==> src/rtl/ram_stream_reader_if.sv <==
// ram_stream_reader_if: valid/ready word stream with last marker
//   out_valid  word present (master -> slave)
//   out_data   word payload (master -> slave)
//   out_last   final word of a transfer (master -> slave)
//   out_ready  consumer accepts the word (slave -> master)
interface ram_stream_reader_if #(
    parameter int WIDTH = 8
);
    logic             out_valid;
    logic             out_ready;
    logic             out_last;
    logic [WIDTH-1:0] out_data;
    modport master(output out_valid, out_data, out_last, input out_ready);
    modport slave(input out_valid, out_data, out_last, output out_ready);
endinterface

==> src/rtl/ram_stream_reader.sv <==
// ram_stream_reader: walks a RAM async read port from base for len words onto a valid/ready stream
//   clk, rst          clock, asynchronous active-high reset
//   start, base, len  command strobe, first address, word count (sampled while idle)
//   busy, done, err   transfer active, completion pulse, rejected-command pulse
//   rd_addr, rd_data  RAM async read port
//   stream            master side of the output stream (out_valid/out_ready/out_data/out_last)
// Macro RAM_STREAM_READER_WRAP_EN: addresses wrap modulo DEPTH and no command is rejected.
module ram_stream_reader #(
    parameter int WIDTH     = 8,
    parameter int DEPTH     = 16,
    parameter int DEPTH_LOG = $clog2(DEPTH)
) (
    input  logic                 clk,
    input  logic                 rst,
    input  logic                 start,
    input  logic [DEPTH_LOG-1:0] base,
    input  logic [DEPTH_LOG:0]   len,
    output logic                 busy,
    output logic                 done,
    output logic                 err,
    output logic [DEPTH_LOG-1:0] rd_addr,
    input  logic [WIDTH-1:0]     rd_data,
    ram_stream_reader_if.master  stream
);
    typedef enum logic {IDLE, RUN} state_t;
    state_t               state;
    logic [DEPTH_LOG-1:0] addr;
    logic [DEPTH_LOG:0]   rem;
    logic                 bad;
    logic                 load;
`ifdef RAM_STREAM_READER_WRAP_EN
    assign bad = 1'b0;
`else
    localparam logic [DEPTH_LOG+1:0] LIMIT = (DEPTH_LOG+2)'(DEPTH);
    assign bad = ({2'b0, base} + {1'b0, len}) > LIMIT;
`endif
    // the output register refills whenever it is empty or being drained this cycle
    assign load    = (rem != '0) && (!stream.out_valid || stream.out_ready);
    assign rd_addr = addr;
    assign busy    = state == RUN;
    always_ff @(posedge clk or posedge rst) begin
        if (rst) begin
            state            <= IDLE;
            addr             <= '0;
            rem              <= '0;
            stream.out_valid <= 1'b0;
            stream.out_data  <= '0;
            stream.out_last  <= 1'b0;
            done             <= 1'b0;
            err              <= 1'b0;
        end else begin
            done <= 1'b0;
            err  <= 1'b0;
            if (state == IDLE) begin
                if (start) begin
                    if (len == '0) begin
                        done <= 1'b1;
                    end else if (bad) begin
                        err <= 1'b1;
                    end else begin
                        addr  <= base;
                        rem   <= len;
                        state <= RUN;
                    end
                end
            end else if (load) begin
                stream.out_data  <= rd_data;
                stream.out_valid <= 1'b1;
                stream.out_last  <= rem == (DEPTH_LOG+1)'(1);
                addr             <= addr + DEPTH_LOG'(1);
                rem              <= rem - (DEPTH_LOG+1)'(1);
            end else if (stream.out_valid && stream.out_ready) begin
                stream.out_valid <= 1'b0;
                stream.out_last  <= 1'b0;
                if (stream.out_last) begin
                    state <= IDLE;
                    done  <= 1'b1;
                end
            end
        end
    end
endmodule

==> src/flat_wrapper.sv <==
// flat-port wrapper written by rule: the top's interface ports become plain ports
module ram_stream_reader_flat 
#(
    parameter int WIDTH     = 8,
    parameter int DEPTH     = 16,
    parameter int DEPTH_LOG = $clog2(DEPTH)
)
  (clk, rst, start, base, len, busy, done, err, rd_addr, rd_data, stream_out_valid, stream_out_data, stream_out_last, stream_out_ready);
  ram_stream_reader_if #(.WIDTH(WIDTH)) stream_i ();
  input  logic clk;
  input  logic rst;
  input  logic start;
  input  logic [DEPTH_LOG-1:0] base;
  input  logic [DEPTH_LOG:0] len;
  output logic busy;
  output logic done;
  output logic err;
  output logic [DEPTH_LOG-1:0] rd_addr;
  input  logic [WIDTH-1:0] rd_data;
  output wire logic [$bits(stream_i.out_valid)-1:0] stream_out_valid;
  output wire logic [$bits(stream_i.out_data)-1:0] stream_out_data;
  output wire logic [$bits(stream_i.out_last)-1:0] stream_out_last;
  input wire logic [$bits(stream_i.out_ready)-1:0] stream_out_ready;
  assign stream_out_valid = stream_i.out_valid;
  assign stream_out_data = stream_i.out_data;
  assign stream_out_last = stream_i.out_last;
  assign stream_i.out_ready = stream_out_ready;
  ram_stream_reader #(.WIDTH(WIDTH), .DEPTH(DEPTH), .DEPTH_LOG(DEPTH_LOG)) u_core (.clk(clk), .rst(rst), .start(start), .base(base), .len(len), .busy(busy), .done(done), .err(err), .rd_addr(rd_addr), .rd_data(rd_data), .stream(stream_i));
endmodule
==> config.mk <==
export PLATFORM = sky130hd
export DESIGN_NAME = ram_stream_reader_flat
export DESIGN_NICKNAME = d
export VERILOG_FILES = /design/src/rtl/ram_stream_reader_if.sv /design/src/rtl/ram_stream_reader.sv /design/src/flat_wrapper.sv
export SDC_FILE = /design/constraint.sdc
export NUM_CORES = 1
export LEC_CHECK = 0
export ABC_AREA = 1
export BUFFER_PORTS_ARGS = -buffer_cell sky130_fd_sc_hd__buf_2
export CAP_MARGIN = 5
export CORE_MARGIN = 2
export CORE_UTILIZATION = 52
export CTS_CLUSTER_SIZE = 14
export DETAILED_ROUTE_END_ITERATION = 16
export PLACE_DENSITY = 0.79
export SLEW_MARGIN = 20
export SYNTH_ARGS = -nofsm -noshare
export SYNTH_HDL_FRONTEND = slang
export SYNTH_SLANG_ARGS = --single-unit
==> constraint.sdc <==
create_clock -name clk -period 1.98 [get_ports clk]
set_input_delay 0.594 -clock clk [delete_from_list [all_inputs] [get_ports clk]]
set_output_delay 0.594 -clock clk [all_outputs]
set_load 0.005 [all_outputs]
==> impl_metrics.csv <==
group,metric,value,unit
route,wl_per_cell,13.2,µm
power_and_ir_drop,pwr_density_cell,1520,mW/mm²
route,drtAntennaViolNets,0,
sta,tightest_slew,0.413,ns
critical_path,worst_path_largest_cell_delay,0.43,ns
critical_path,crit_path_frequent_cell,"nand2_2",
logic_synthesis,synth_top_area_share,39.6,%
floorplanning,die-area,0.00310,mm²
power_and_ir_drop,p_total,2.74,mW
sta,relSlewSlack,72.5,%
clock_network,cts_hold_buffers,0,
logic_synthesis,synth_cells,175,
final_layout,area_growth,30.0,%
sta,skew,0.0153,ns
clock_network,clk_pin_slew,0.13,ns
placement,hpwlAfterDp,2480,µm
logic_synthesis,syn_avg_cell_area,7.94,µm²
sta,rsz0062_at_grt,"true",
final_layout,drive_above_1_share,35.7,%
clock_network,root_buffer,"clkbuf_4",
sta,drv_slew,0,
logic_synthesis,synth_most_common_cell,"nand2_1",
global_route,antenna_found_initial,0,
route,drt_iter0_markers,32,
critical_path,rrSetupSlack,0.23,ns
route,dr.pass1.iters,4,
critical_path,critPathBufInv,1,
route,routed_wl,3400,µm
power_and_ir_drop,ir_drop,1.40,mV
global_route,grt_overflow_total,0,
clock_network,tritoncts,"done",
sta,max_freq,516,MHz
logic_synthesis,yosysTopAreaCell,"dfrtp_1",
sta,hold_viol_final,0,
placement,gp_congestion,0.894,
route,vias,1356,
critical_path,worst_r2r_endpoint,"u_core.rem[0]",
floorplanning,ios,38,
logic_synthesis,synthFlopType,"dfrtp_1",
placement,placed_area,0.00169,mm²
floorplanning,initial_core_util,55.6,%
logic_synthesis,ys_warn_count,0,
logic_synthesis,synth_area_leaders,"dfrtp_1, nand2_1, nand3_1, ha_1, inv_1",
logic_synthesis,ys_seq_area_share,39.6,%
critical_path,end_kind,"flop",
global_route,grt_pass1_vias,1335,
sta,period_needed,1.94,ns
critical_path,cp_top_family,"simple AND/OR/NAND/NOR gates",
global_route,grt_max_degree,23,
floorplanning,die_x,55.7,µm
final_layout,final_util,72.3,%
logic_synthesis,ys_seq_elements,22,
logic_synthesis,synth_cell_type_count,23,
route,viasPerCell,5.28,
clock_network,htree_levels,1,
critical_path,cpMaxStageDelayCell,"fa_1",
power_and_ir_drop,p_leak,0.965,nW
logic_synthesis,syn-cell-area,0.00139,mm²
floorplanning,coreArea,0.00250,mm²
sta,setup_violations,0,
critical_path,arrival,2.19,ns
clock_network,worstSkewPairLatency,0.32,ns
placement,port_buffers,37,
worst_hold_path,hold_class,"in -> async",
logic_synthesis,synth-async-reset-ratio,100,%
global_route,grt_usage,22.5,%
floorplanning,num_rows,18,
sta,period_share,98.0,%
critical_path,cp.required,2.23,ns
critical_path,reg2regPathDepth,8,
clock_network,cts_made_buffers,3,
critical_path,regToRegStartpoint,"u_core.rem[0]",
flow_run,cap_violations,0,
final_layout,stdcell_area,0.00181,mm²
critical_path,cp_max_fo,6,
global_route,grt_pass1_wl,5640,µm
logic_synthesis,synthTopCellsByCount,"nand2_1, dfrtp_1, inv_1",
final_layout,final_cells,257,
final_layout,antenna_cells,0,
final_layout,nets,258,
clock_network,cts_sinks,22,
route,remaining_drc_errors,0,
clock_network,clockBufferDepth,2,
logic_synthesis,synth_fp_nets,205,
run_status,run_status,"finished clean",
placement,dpl.cell_count,251,
critical_path,cp_cell_sequence,"buf_6 -> ha_4 -> fa_1 -> or2_4 -> nor2_2 -> nand3_1 -> nand2_2 -> nand3_4 -> nand2_4 -> nand2_2 -> nand2_2",
critical_path,crit_type,"in -> reg",
floorplanning,die_height,55.7,µm
critical_path,cp_num_cells,11,
logic_synthesis,synth_edf_count,0,
critical_path,start_kind,"primary input",
## flip-flops by register name, indices dropped and copies added (netlist names)
signal	count
u_core.done	1
u_core.stream.out_last	1
u_core.stream.out_data	8
u_core.err	1
u_core.stream.out_valid	1
u_core.busy	1
u_core.rem	5
u_core.rd_addr	4
## cell families (layout without fill, tap and decap cells)
kind of cell	Yosys count	after routing	synth area share [%]
buffers and inverters	28	78	9.90
AND/OR/NAND/NOR	86	88	26.5
XOR/XNOR	4	4	2.52
adder cells (fa/ha/maj)	9	9	8.64
AO/OA/AOI/OAI	26	26	12.9
flip-flops	22	22	39.6
## metal layers
layer,up-vias,share of wire (%),track usage (%)
met2,47,52,41.7
met5,-,0,0
met3,8,5.8,5.12
met4,0,1.8,4.88
li1,666,-,-
met1,635,41,26.4
## how the worst max path moves through the flow
stage | endpoint | startpoint
floorplan | u_core.rd_addr[0] | base[0]
finish | u_core.rem[0] | base[0]
CTS | u_core.rem[0] | base[0]
global placement | u_core.rem[0] | base[0]
detailed placement | u_core.rem[0] | base[0]
global route | u_core.rem[0] | base[0]
## tightest hold or removal path: cells and delay by family
kind	cells	cell delay (ns)
buffers and inverters	3	0.42
## layout by cell type (no fill, tap or decap), types with 5 or more instances in the layout
cell,instances
inv_1,22
o21ai_0,11
nand2_1,48
buf_2,35
nand3_1,20
nand2_2,6
a21oi_1,5
dfrtp_1,22
buf_4,15
o21ai_2,9
ha_1,7
## cell type report
| cell class | instances | area [µm²] |
|---|---|---|
| Multi-Input combinational cell | 127 | 773 |
| Fill cell | 177 | 693 |
| Sequential cell | 22 | 551 |
| Timing Repair Buffer | 52 | 310 |
| Inverter | 22 | 82.6 |
| Tap cell | 30 | 37.5 |
| Clock inverter | 1 | 30.0 |
| Clock buffer | 3 | 22.5 |
## where the power goes
group / total [mW] / internal (mW) / switching (mW) / leakage [nW]
Sequential: 0.831 / 0.664 / 0.167 / 0.270
Combinational: 1.57 / 0.648 / 0.918 / 0.666
Clock: 0.349 / 0.205 / 0.144 / 0.0279
Total: 2.74 / 1.52 / 1.23 / 0.965
## per-stage QoR
step,hold WS [ns],setup WS (ns),TNS [ns]
after global routing,0.306,-0.0286,-0.106
after floorplan,0.478,-0.0638,-0.572
after global placement,0.460,-0.382,-3.52
final,0.283,0.0404,0
after detailed placement,0.470,-0.471,-4.35
after CTS,0.295,0.0130,0
## what timing repair did
item / in CTS / in global routing
setup endpoints to repair: 9 / 9
pin swaps: 3 / 5
gates resized for setup: 5 / 9
setup buffers: 0 / 0
cloned: 2 / 0
endpoints found under the hold margin: 0 / 0
Note: power is estimated with default switching activity, not from simulation.
